**src/rtl/eeprom_pkg.sv**
```systemverilog
// Shared types and timing constants for the 28C16 write controller and its bench model.
// Holds the controller state encoding, pin-strobe bundle and default timing derived from device data.
package eeprom_pkg;

  typedef enum logic [2:0] {
    ST_IDLE     = 3'd0,
    ST_SETUP    = 3'd1,
    ST_PULSE    = 3'd2,
    ST_HOLD     = 3'd3,
    ST_POLL_RD  = 3'd4,
    ST_POLL_GAP = 3'd5,
    ST_DONE     = 3'd6,
    ST_FAIL     = 3'd7
  } state_e;

  typedef struct packed {
    logic ce_n;
    logic oe_n;
    logic we_n;
    logic dq_oe;
  } strobes_t;

  localparam int CLK_PERIOD_NS = 20;
  localparam int EE_TACC_NS    = 150;
  localparam int EE_TWC_NS     = 1_000_000;

  function automatic int ns_to_cycles(input int ns);
    return (ns + CLK_PERIOD_NS - 1) / CLK_PERIOD_NS;
  endfunction

  // Poll budget is twice the worst-case internal write cycle.
  localparam int DEF_ADDR_W          = 8;
  localparam int DEF_SETUP_CYCLES    = 1;
  localparam int DEF_WE_PULSE_CYCLES = 2;
  localparam int DEF_READ_CYCLES     = ns_to_cycles(EE_TACC_NS);
  localparam int DEF_POLL_TIMEOUT    = 2 * ns_to_cycles(EE_TWC_NS);

  localparam strobes_t STROBES_IDLE = '{ce_n: 1'b1, oe_n: 1'b1, we_n: 1'b1, dq_oe: 1'b0};

  function automatic strobes_t strobes_for(input state_e s);
    strobes_t r;
    r = STROBES_IDLE;
    case (s)
      ST_SETUP, ST_HOLD: begin
        r.ce_n  = 1'b0;
        r.dq_oe = 1'b1;
      end
      ST_PULSE: begin
        r.ce_n  = 1'b0;
        r.we_n  = 1'b0;
        r.dq_oe = 1'b1;
      end
      ST_POLL_RD: begin
        r.ce_n = 1'b0;
        r.oe_n = 1'b0;
      end
      ST_POLL_GAP: r.ce_n = 1'b0;
      default: r = STROBES_IDLE;
    endcase
    return r;
  endfunction

endpackage

```
**src/rtl/cycle_timer.sv**
```systemverilog
// Loadable down-counter with a zero flag; times the setup, WE pulse and read-access phases.
module cycle_timer #(
  parameter int W = 4
) (
  input  logic         i_clk,
  input  logic         i_rst_n,
  input  logic         i_load,
  input  logic [W-1:0] i_load_val,
  output logic         o_zero
);

  logic [W-1:0] r_cnt;

  always_ff @(posedge i_clk or negedge i_rst_n) begin
    if (!i_rst_n) begin
      r_cnt <= '0;
    end else if (i_load) begin
      r_cnt <= i_load_val;
    end else if (r_cnt != '0) begin
      r_cnt <= r_cnt - W'(1);
    end
  end

  assign o_zero = (r_cnt == '0);

endmodule

```
**src/rtl/eeprom_writer.sv**
```systemverilog
// Single-byte write controller for a 28C16-class EEPROM with DATA-polling completion detect.
// Define EEPROM_WRITER_VERIFY_EN to add a full-byte read-back compare after the bit-7 poll succeeds.
module eeprom_writer import eeprom_pkg::*; #(
  parameter int ADDR_W          = DEF_ADDR_W,
  parameter int SETUP_CYCLES    = DEF_SETUP_CYCLES,
  parameter int WE_PULSE_CYCLES = DEF_WE_PULSE_CYCLES,
  parameter int READ_CYCLES     = DEF_READ_CYCLES,
  parameter int POLL_TIMEOUT    = DEF_POLL_TIMEOUT
) (
  input  logic              i_clk,
  input  logic              i_rst_n,
  input  logic              i_wr_valid,
  output logic              o_wr_ready,
  input  logic [ADDR_W-1:0] i_wr_addr,
  input  logic [7:0]        i_wr_data,
  output logic              o_busy,
  output logic              o_done,
  output logic              o_err,
  output logic [ADDR_W-1:0] o_ee_addr,
  output logic [7:0]        o_ee_dq_out,
  output logic              o_ee_dq_oe,
  input  logic [7:0]        i_ee_dq_in,
  output logic              o_ee_ce_n,
  output logic              o_ee_oe_n,
  output logic              o_ee_we_n
);

  localparam int TMR_MAX_A = (SETUP_CYCLES > WE_PULSE_CYCLES) ? SETUP_CYCLES : WE_PULSE_CYCLES;
  localparam int TMR_MAX   = (TMR_MAX_A > READ_CYCLES) ? TMR_MAX_A : READ_CYCLES;
  localparam int TMR_W     = $clog2(TMR_MAX + 1);
  localparam int CNT_W     = $clog2(POLL_TIMEOUT + 1);

  state_e              r_state;
  state_e              w_next_state;
  logic [ADDR_W-1:0]   r_addr;
  logic [7:0]          r_data;
  logic                r_wr_ready;
  logic                r_busy;
  logic                r_done;
  logic                r_err;
  strobes_t            r_strobes;
  logic [CNT_W-1:0]    r_poll_cnt;
  logic                w_tmr_load;
  logic [TMR_W-1:0]    w_tmr_val;
  logic                w_tmr_zero;
  logic                w_accept;
  logic                w_in_poll;
  logic                w_poll_last;
  logic                w_bit7_ok;

  assign w_accept    = i_wr_valid & r_wr_ready;
  assign w_in_poll   = (r_state == ST_POLL_RD) || (r_state == ST_POLL_GAP);
  assign w_poll_last = (r_poll_cnt == CNT_W'(POLL_TIMEOUT - 2));
  assign w_bit7_ok   = (i_ee_dq_in[7] == r_data[7]);

`ifdef EEPROM_WRITER_VERIFY_EN
  logic r_verify;
  logic w_verify_set;
  logic w_byte_ok;

  assign w_byte_ok = (i_ee_dq_in == r_data);

  always_ff @(posedge i_clk or negedge i_rst_n) begin
    if (!i_rst_n) begin
      r_verify <= 1'b0;
    end else if (r_state == ST_HOLD) begin
      r_verify <= 1'b0;
    end else if (w_verify_set) begin
      r_verify <= 1'b1;
    end
  end
`else
  logic w_unused_dq;
  assign w_unused_dq = ^i_ee_dq_in[6:0];
`endif

  cycle_timer #(
    .W (TMR_W)
  ) u_timer (
    .i_clk      (i_clk),
    .i_rst_n    (i_rst_n),
    .i_load     (w_tmr_load),
    .i_load_val (w_tmr_val),
    .o_zero     (w_tmr_zero)
  );

  // Every phase timer is loaded with N-1 on the edge that enters the phase, so it lasts N clocks.
  always_comb begin
    w_next_state = r_state;
    w_tmr_load   = 1'b0;
    w_tmr_val    = '0;
`ifdef EEPROM_WRITER_VERIFY_EN
    w_verify_set = 1'b0;
`endif
    case (r_state)
      ST_IDLE: begin
        if (w_accept) begin
          w_next_state = ST_SETUP;
          w_tmr_load   = 1'b1;
          w_tmr_val    = TMR_W'(SETUP_CYCLES - 1);
        end
      end
      ST_SETUP: begin
        if (w_tmr_zero) begin
          w_next_state = ST_PULSE;
          w_tmr_load   = 1'b1;
          w_tmr_val    = TMR_W'(WE_PULSE_CYCLES - 1);
        end
      end
      ST_PULSE: begin
        if (w_tmr_zero) begin
          w_next_state = ST_HOLD;
        end
      end
      ST_HOLD: begin
        w_next_state = ST_POLL_RD;
        w_tmr_load   = 1'b1;
        w_tmr_val    = TMR_W'(READ_CYCLES - 1);
      end
      ST_POLL_RD: begin
        if (w_tmr_zero) begin
`ifdef EEPROM_WRITER_VERIFY_EN
          if (r_verify) begin
            w_next_state = w_byte_ok ? ST_DONE : ST_FAIL;
          end else if (w_bit7_ok) begin
            w_next_state = ST_POLL_GAP;
            w_verify_set = 1'b1;
          end else
`else
          if (w_bit7_ok) begin
            w_next_state = ST_DONE;
          end else
`endif
          if (w_poll_last) begin
            w_next_state = ST_FAIL;
          end else begin
            w_next_state = ST_POLL_GAP;
          end
        end else if (w_poll_last) begin
          w_next_state = ST_FAIL;
        end
      end
      ST_POLL_GAP: begin
        if (w_poll_last) begin
          w_next_state = ST_FAIL;
        end else begin
          w_next_state = ST_POLL_RD;
          w_tmr_load   = 1'b1;
          w_tmr_val    = TMR_W'(READ_CYCLES - 1);
        end
      end
      ST_DONE:  w_next_state = ST_IDLE;
      ST_FAIL:  w_next_state = ST_IDLE;
      default:  w_next_state = ST_IDLE;
    endcase
  end

  // Outputs are decoded from the next state so the pins change exactly on the state edge.
  always_ff @(posedge i_clk or negedge i_rst_n) begin
    if (!i_rst_n) begin
      r_state    <= ST_IDLE;
      r_addr     <= '0;
      r_data     <= '0;
      r_wr_ready <= 1'b0;
      r_busy     <= 1'b0;
      r_done     <= 1'b0;
      r_err      <= 1'b0;
      r_strobes  <= STROBES_IDLE;
    end else begin
      r_state    <= w_next_state;
      r_wr_ready <= (w_next_state == ST_IDLE);
      r_busy     <= w_next_state inside {ST_SETUP, ST_PULSE, ST_HOLD, ST_POLL_RD, ST_POLL_GAP};
      r_done     <= (w_next_state == ST_DONE);
      r_err      <= (w_next_state == ST_FAIL);
      r_strobes  <= strobes_for(w_next_state);
      if (w_accept) begin
        r_addr <= i_wr_addr;
        r_data <= i_wr_data;
      end
    end
  end

  // Poll budget counts from the first read after HOLD and stops once the limit is reached.
  always_ff @(posedge i_clk or negedge i_rst_n) begin
    if (!i_rst_n) begin
      r_poll_cnt <= '0;
    end else if (r_state == ST_HOLD) begin
      r_poll_cnt <= '0;
    end else if (w_in_poll && (r_poll_cnt != CNT_W'(POLL_TIMEOUT - 1))) begin
      r_poll_cnt <= r_poll_cnt + CNT_W'(1);
    end
  end

  assign o_wr_ready  = r_wr_ready;
  assign o_busy      = r_busy;
  assign o_done      = r_done;
  assign o_err       = r_err;
  assign o_ee_addr   = r_addr;
  assign o_ee_dq_out = r_data;
  assign o_ee_dq_oe  = r_strobes.dq_oe;
  assign o_ee_ce_n   = r_strobes.ce_n;
  assign o_ee_oe_n   = r_strobes.oe_n;
  assign o_ee_we_n   = r_strobes.we_n;

  a_no_we_oe_overlap: assert property (@(posedge i_clk) disable iff (!i_rst_n)
    !(!r_strobes.we_n && !r_strobes.oe_n));
  a_no_drive_while_read: assert property (@(posedge i_clk) disable iff (!i_rst_n)
    !(r_strobes.dq_oe && !r_strobes.oe_n));

endmodule
```
**config.mk**
```make
export PLATFORM = sky130hd
export DESIGN_NAME = eeprom_writer
export DESIGN_NICKNAME = d
export VERILOG_FILES = /design/src/rtl/eeprom_pkg.sv /design/src/rtl/cycle_timer.sv /design/src/rtl/eeprom_writer.sv
export SDC_FILE = /design/constraint.sdc
export NUM_CORES = 1
export LEC_CHECK = 0
export ABC_AREA = 1
export CORE_ASPECT_RATIO = 1.1
export CORE_MARGIN = 5
export CORE_UTILIZATION = 25
export DETAILED_ROUTE_END_ITERATION = 12
export HOLD_SLACK_MARGIN = 0.12
export PLACE_DENSITY = 0.41
export RECOVER_POWER = 100
export SLEW_MARGIN = 20
export SYNTH_ARGS = -nofsm -noshare
export SYNTH_HDL_FRONTEND = slang
export SYNTH_SLANG_ARGS = --single-unit
```
**constraint.sdc**
```tcl
create_clock -name i_clk -period 2.3 [get_ports i_clk]
set_input_delay 0.345 -clock i_clk [delete_from_list [all_inputs] [get_ports i_clk]]
set_output_delay 0.345 -clock i_clk [all_outputs]
set_load 0.1 [all_outputs]
```
==> flow_summary_export.csv, run 1 <==
group,metric,value,unit
power,power,0.00462,W
grt,busiest_layer,"met2",
yosys,netlist_instances,277,
floorplan,fp.dieH,115,microns
yosys,netlist_area,2520,sq um
placed_design,port_buffers,43,
final_layout,diodes,0,
power,p_int,0.00198,W
timing,maxSlewViolCount,0,
worst_setup_path,crit_path_end_kind,"output port",
timing,rsz0062_at_grt,"no",
worst_setup_path,cp.arrival,1550,ps
drt,drt-initial-drc-count,86,
final_layout,areaGrowthSynthToFinish,19.1,%
worst_setup_path,r2r_start,"u_timer.r_cnt[0]$_DFFE_PN0P_",
final_layout,fill_cells,1102,
drt,drcViolationCount,0,
grt,antenna_found_initial,0,
timing,worst_pin_slew,1240,ps
worst_setup_path,cp_top_family,"buffers and inverters",
floorplan,rows,38,
worst_setup_path,slowest_stage,"clkbuf_1",
floorplan,die_w,106,microns
clocking,root_buffer,"clkbuf_8",
power,leakage,1.35,nW
worst_setup_path,start_kind,"flop",
power,ir_worst_vdd,745,uV
drt,vias,1926,
timing,fmax,0.527,GHz
yosys,synth.net_count,307,
clocking,cts_made_buffers,5,
yosys,netlist_top_cells_area,"dfrtp_1 (45%), nand2_1 (7.6%), mux2_2 (7.1%), nand3_1 (4.6%), inv_1 (4.2%)",
yosys,async_flop_share,100,%
yosys,yosysMostFrequentCell,"nand2_1",
final_layout,drive_above_1_share,17.7,%
grt,grt_pass1_vias,2077,
clocking,clockBufferDepth,2,
yosys,synth_edf_count,0,
grt,grt_max_degree,49,
power,seqPwrFrac,29.0,%
power,p_comb_share,57.3,%
grt,grtUsageMet3,3.03,%
yosys,yosys-top-cells-count,"nand2_1 (51), dfrtp_1 (45), inv_1 (28)",
clocking,cts-resized-gates,0,
power,powerDensity,1540,nW/um^2
drt,antenna_left,0,
yosys,synth_ff_type,"dfrtp_1",
timing,fin_crit_sh,82.5,%
floorplan,die_area,12200,sq um
yosys,avgSynthCellArea,9.11,sq um
floorplan,initial_core_util,25.5,%
floorplan,core_area,9890,sq um
grt,grt_usage,9.92,%
final_layout,final_net_count,356,
power,clockPowerShare,13.7,%
worst_setup_path,rr_worst_depth,13,
job,cap_violations,0,
power,power_switching,0.00264,W
floorplan,io_pins,51,
worst_setup_path,cp_cell_sequence,"clkbuf_1",
power,p_sw_share,57.1,%
yosys,synth-seq-area-share,47.8,%
clocking,cts.sinks,48,
clocking,htreeDepth,2,
status,status,"completed",
grt,grt_pass1_wl,9690,microns
timing,hold_viol_final,0,
placed_design,dp_hpwl,4120,microns
clocking,cts_tree,"built",
drt,wl_per_cell,12.5,microns
yosys,synth.yosys.warnings,0,
yosys,ys_types,35,
timing,max_slew_margin,17.3,%
grt,overflow,0,
grt,use_met1,12.5,%
yosys,ys_ff_latch,48,
worst_setup_path,ff2ff_setup_slack,470,ps
yosys,synth_top_cell_by_area,"dfrtp_1",
worst_setup_path,cp_slowest_stage_delay,870,ps
worst_setup_path,crit_buf_inv,1,
timing,clock_skew,10.4,ps
timing,fin_crit,1900,ps
worst_setup_path,cp.required,1960,ps
yosys,synth_top_area_share,44.6,%
worst_setup_path,cp_max_fo,2,
clocking,insertion_delay,300,ps
min_path,hold_class,"in2async",
grt,met2_usage,16.1,%
clocking,cts_setup_buffers,0,
placed_design,place_congestion,0.752,
worst_setup_path,r2r-end,"o_busy$_DFF_PN0_",
clocking,ctsHoldBuffers,0,
timing,tns,0,ps
timing,finalSetupViolCount,0,
drt,totalWireLength,5610,microns
worst_setup_path,critPathKind,"reg2out",
drt,drtPass1Iterations,4,
drt,routed_via_density,4.31,
clocking,clk_pin_slew,100,ps
==> placed cells by master, fill, tap and decap left out <==
cell type        count
a21oi_1              3
a21oi_2              3
a31oi_1              1
buf_2                1
bufinv_16            1
clkbuf_1            22
clkbuf_2             4
clkbuf_8             5
clkdlybuf4s50_1     17
clkinv_1             3
clkinv_2             2
clkinvlp_4           1
dfrtp_1             45
dfstp_2              3
dlygate4sd3_1        1
ha_1                 3
inv_1               30
inv_2                3
inv_4                1
mux2_2              16
nand2_1             56
nand2_2              6
nand2_4              3
nand3_1             23
nand4_1              5
nor2_1              27
nor2_2               1
nor2_4               5
nor3_1               8
nor3_2               2
nor3b_2              1
nor4_1               1
o21a_1               1
o21ai_0             10
o31ai_1              2
o41ai_1              1
xnor2_1              2
xor2_1               8
==> flip-flops by register name, summed over array words and instances, names as in the netlist <==
name           flops
o_busy             1
u_timer.r_cnt      4
r_poll_cnt        17
o_err              1
o_ee_we_n          1
o_ee_ce_n          1
o_ee_dq_oe         1
o_done             1
r_state            3
o_ee_addr          8
o_wr_ready         1
o_ee_oe_n          1
o_ee_dq_out        8
==> final cells by class <==
cell class / count / area [sq um] / share of cell area (%)
sequential: 48 / 1200 / 40.1
timing repair buffer: 45 / 288 / 9.58
clock buffer: 5 / 68.8 / 2.29
tap: 120 / 150 / 5.00
multi-input combinational: 188 / 1100 / 36.8
clock inverter: 3 / 42.5 / 1.42
inverter: 38 / 146 / 4.87
==> layer usage <==
metal / wire, microns / vias to the layer above
met3: 332 / 9
met4: 95 / 0
li1: - / 986
met2: 2640 / 49
met5: 0 / -
met1: 2540 / 882
==> power by group through the flow <==
stage / Sequential (W) / Clock, W / Combinational, W
5_1_grt: 0.00139 / 0.000692 / 0.00284
6_report: 0.00134 / 0.000632 / 0.00265
4_1_cts: 0.00135 / 0.000663 / 0.00290
3_5_place_dp: 0.00136 / 0 / 0.00289
2_1_floorplan: 0.00272 / 0 / 0.000932
3_3_place_gp: 0.00136 / 0 / 0.00289
==> per-stage QoR <==
step | hold WS, ps | worst slack [ps] | area, sq um | util [%] | std cells
floorplan | 49.4 | 282 | 2520 | - | 277
global placement | 490 | 591 | 3030 | 30.6 | 439
detailed placement | 495 | 572 | 3030 | 30.6 | 439
CTS | 166 | 609 | 3140 | 31.7 | 447
global route | 510 | 227 | 3010 | 30.4 | 447
finish | 381 | 402 | 3010 | 30.4 | 447
==> worst max-delay path by stage <==
| stage | from | endpoint | slack, ps | cells after the start |
|---|---|---|---|---|
| 2_1_floorplan | o_wr_ready$_DFF_PN0_ | u_timer.r_cnt[0]$_DFFE_PN0P_ | 280 | 5 |
| 3_3_place_gp | i_ee_dq_in[7] | o_busy$_DFF_PN0_ | 590 | 10 |
| 3_5_place_dp | i_ee_dq_in[7] | o_busy$_DFF_PN0_ | 570 | 10 |
| 4_1_cts | u_timer.r_cnt[0]$_DFFE_PN0P_ | o_busy$_DFF_PN0_ | 610 | 13 |
| 5_1_grt | u_timer.r_cnt[0]$_DFFE_PN0P_ | o_busy$_DFF_PN0_ | 230 | 13 |
| 6_report | o_ee_dq_out[3]$_DFFE_PN0P_ | o_ee_dq_out[3] | 400 | 1 |
==> kinds of logic (layout without fill, tap and decap cells) <==
kind of cell               count (synthesis)  count (layout)  share of synthesized area, %
and+or+nand+nor                          138             138                          27.7
DFF                                       48              48                          47.8
buffers and inverters                     41              91                          6.89
AOI/OAI and AO/OA                         21              21                          5.56
muxes                                     16              16                          7.14
xor gates and xnor gates                  10              10                          3.47
adders and majority gates                  3               3                          1.49
Power figures use the tool's default switching activity.
==> run 2: changes to the inputs <==
==> constraint.sdc (replaced) <==
create_clock -name i_clk -period 1.86 [get_ports i_clk]
set_input_delay 0.279 -clock i_clk [delete_from_list [all_inputs] [get_ports i_clk]]
set_output_delay 0.279 -clock i_clk [all_outputs]
set_load 0.1 [all_outputs]
==> run 2 against run 1 <==
  * Global-route usage grew 0.23 points
  * Clock power grew 25%
  * Worst hold slack gained 140 ps
  * Sequential cell count is the same
  * Clock skew shrank 4.3 ps
  * First-iteration DRC count shrank 27%
  * Register-to-register slack lost 260 ps
  * Utilization grew 0.99 points
  * Combinational power grew 28%
==> flow_summary_export.csv, run 2 (synthesis results as in run 1) <==
group,metric,value,unit
status,status,"completed",
floorplan,rows,38,
worst_setup_path,r2r_start,"u_timer.r_cnt[0]$_DFFE_PN0P_",
timing,clock_skew,6.09,ps
worst_setup_path,start_kind,"flop",
final_layout,final_net_count,360,
power,power_switching,0.00328,W
final_layout,multi_input_area,1130,sq um
job,cap_violations,0,
timing,maxSlewViolCount,0,
final_layout,layout_common_cells,"nand2_1 (53), dfrtp_1 (44), inv_1 (28)",
placed_design,port_buffers,43,
clocking,cts.sinks,48,
grt,grt_pass1_vias,2093,
min_path,hold_class,"reg2reg",
power,p_int,0.00255,W
power,p_comb_share,58.0,%
placed_design,dp_hpwl,4360,microns
power,seqPwrFrac,28.4,%
final_layout,final_common_cell,"nand2_1",
clocking,clk_pin_slew,100,ps
floorplan,fp.dieH,115,microns
drt,routed_via_density,4.33,
final_layout,fill_cells,1090,
final_layout,register_area,1210,sq um
drt,antenna_left,0,
drt,drt-initial-drc-count,63,
timing,worst_pin_slew,1060,ps
clocking,root_buffer,"clkbuf_8",
drt,totalWireLength,5640,microns
floorplan,core_area,9890,sq um
clocking,clockBufferDepth,2,
drt,drtPass1Iterations,4,
worst_setup_path,cp.required,2060,ps
clocking,cts_setup_buffers,0,
power,leakage,1.45,nW
timing,fin_crit_sh,89.0,%
worst_setup_path,critPathKind,"reg2reg",
worst_setup_path,ff2ff_setup_slack,210,ps
worst_setup_path,rr_worst_depth,13,
clocking,cts_tree,"built",
timing,worst_slack,205,ps
worst_setup_path,cp.arrival,1860,ps
timing,finalSetupViolCount,0,
power,clockPowerShare,13.5,%
final_layout,areaGrowthSynthToFinish,23.0,%
timing,hold_viol_final,0,
grt,overflow,0,
clocking,cts_made_buffers,5,
power,powerDensity,1880,nW/um^2
placed_design,preCtsSetupSlack,170,ps
min_path,hold_end,"o_ee_dq_out[6]$_DFFE_PN0P_",
floorplan,die_area,12200,sq um
worst_setup_path,crit_path_end_kind,"flop",
power,ir_worst_vdd,1300,uV
grt,antenna_found_initial,0,
timing,tns,0,ps
final_layout,largest_reg_flops,17,
grt,grt_max_degree,24,
floorplan,die_w,106,microns
timing,fmax,0.604,GHz
placed_design,place_congestion,0.758,
power,p_sw_share,56.3,%
final_layout,diodes,0,
worst_setup_path,r2r-end,"o_busy$_DFF_PN0_",
grt,grt_usage,10.1,%
min_path,whs_path_depth,1,
drt,drcViolationCount,0,
clocking,insertion_delay,300,ps
grt,grt_pass1_wl,10000,microns
floorplan,initial_core_util,25.5,%
final_layout,largest_register,"r_poll_cnt",
min_path,holdCritStartpoint,"o_ee_dq_out[6]$_DFFE_PN0P_",
timing,max_slew_margin,29.1,%
final_layout,drive_above_1_share,26.6,%
clocking,htreeDepth,2,
drt,wl_per_cell,12.5,microns
timing,fin_crit,1650,ps
timing,rsz0062_at_grt,"no",
drt,vias,1952,
worst_setup_path,cp_max_fo,7,
floorplan,io_pins,51,
## run 2: area by class of cell
type                            instances  area share (%)
Timing Repair Buffer                   49            11.5
Multi-Input combinational cell        188            36.3
Tap cell                              120            4.84
Clock buffer                            5            2.22
Inverter                               38            4.80
Sequential cell                        48            38.9
Clock inverter                          3            1.49
## run 2: metrics by stage
stage | cell area [sq um] | instances | hold WS (ps) | power [W] | util, %
finish | 3100 | 451 | 519 | 0.00583 | 31.4
global route | 3100 | 451 | 538 | 0.00623 | 31.4
CTS | 3220 | 451 | 446 | 0.00618 | 32.6
detailed placement | 3100 | 442 | 260 | 0.00535 | 31.3
global placement | 3100 | 442 | 258 | 0.00536 | 31.3
floorplan | 2520 | 277 | -16.6 | 0.00452 | -
## run 2: timing repair
action,in CTS,in global routing
hold buffers,1,0
resized for setup,0,1
hold endpoints to repair,12,0
endpoints found under the setup margin,0,1
## run 2: worst max-delay path by stage
stage | from | end | slack, ps | cells after the start
2_1_floorplan | o_ee_dq_out[7]$_DFFE_PN0P_ | o_busy$_DFF_PN0_ | 70 | 9
3_3_place_gp | u_timer.r_cnt[0]$_DFFE_PN0P_ | o_busy$_DFF_PN0_ | 170 | 13
3_5_place_dp | u_timer.r_cnt[0]$_DFFE_PN0P_ | o_busy$_DFF_PN0_ | 170 | 13
4_1_cts | u_timer.r_cnt[0]$_DFFE_PN0P_ | o_busy$_DFF_PN0_ | 160 | 13
5_1_grt | r_poll_cnt[0]$_DFFE_PN0P_ | o_err$_DFF_PN0_ | 10 | 12
6_report | u_timer.r_cnt[0]$_DFFE_PN0P_ | o_busy$_DFF_PN0_ | 210 | 13
## run 2: power by group through the flow
stage | Clock [W] | Sequential [W] | Combinational [W]
global route | 0.000870 | 0.00172 | 0.00364
CTS | 0.000834 | 0.00168 | 0.00366
floorplan | 0 | 0.00337 | 0.00115
detailed placement | 0 | 0.00170 | 0.00365
finish | 0.000790 | 0.00166 | 0.00338
global placement | 0 | 0.00169 | 0.00367
## run 2: per-layer routing
| metal | wire length, microns | up-vias | GRT usage [%] | share of wire, % |
|---|---|---|---|---|
| met4 | 68 | 0 | 3.37 | 1.2 |
| met2 | 2770 | 29 | 17.3 | 49 |
| met1 | 2570 | 919 | 12.7 | 46 |
| met5 | 0 | - | 0 | 0 |
| li1 | - | 1000 | - | - |
| met3 | 231 | 4 | 2.36 | 4.1 |
## run 2: worst max-delay path: stages, from the launching register on
cell and delay, ps:
dfrtp_1 410, inv_1 90, ha_1 200, nand2_2 130, inv_4 100, nor2_1 40, nor2_1 80, nand2_1 70
inv_2 60, nand2_2 60, nor2_4 120, nand2_2 60, nand2_1 80, nand2_1 50
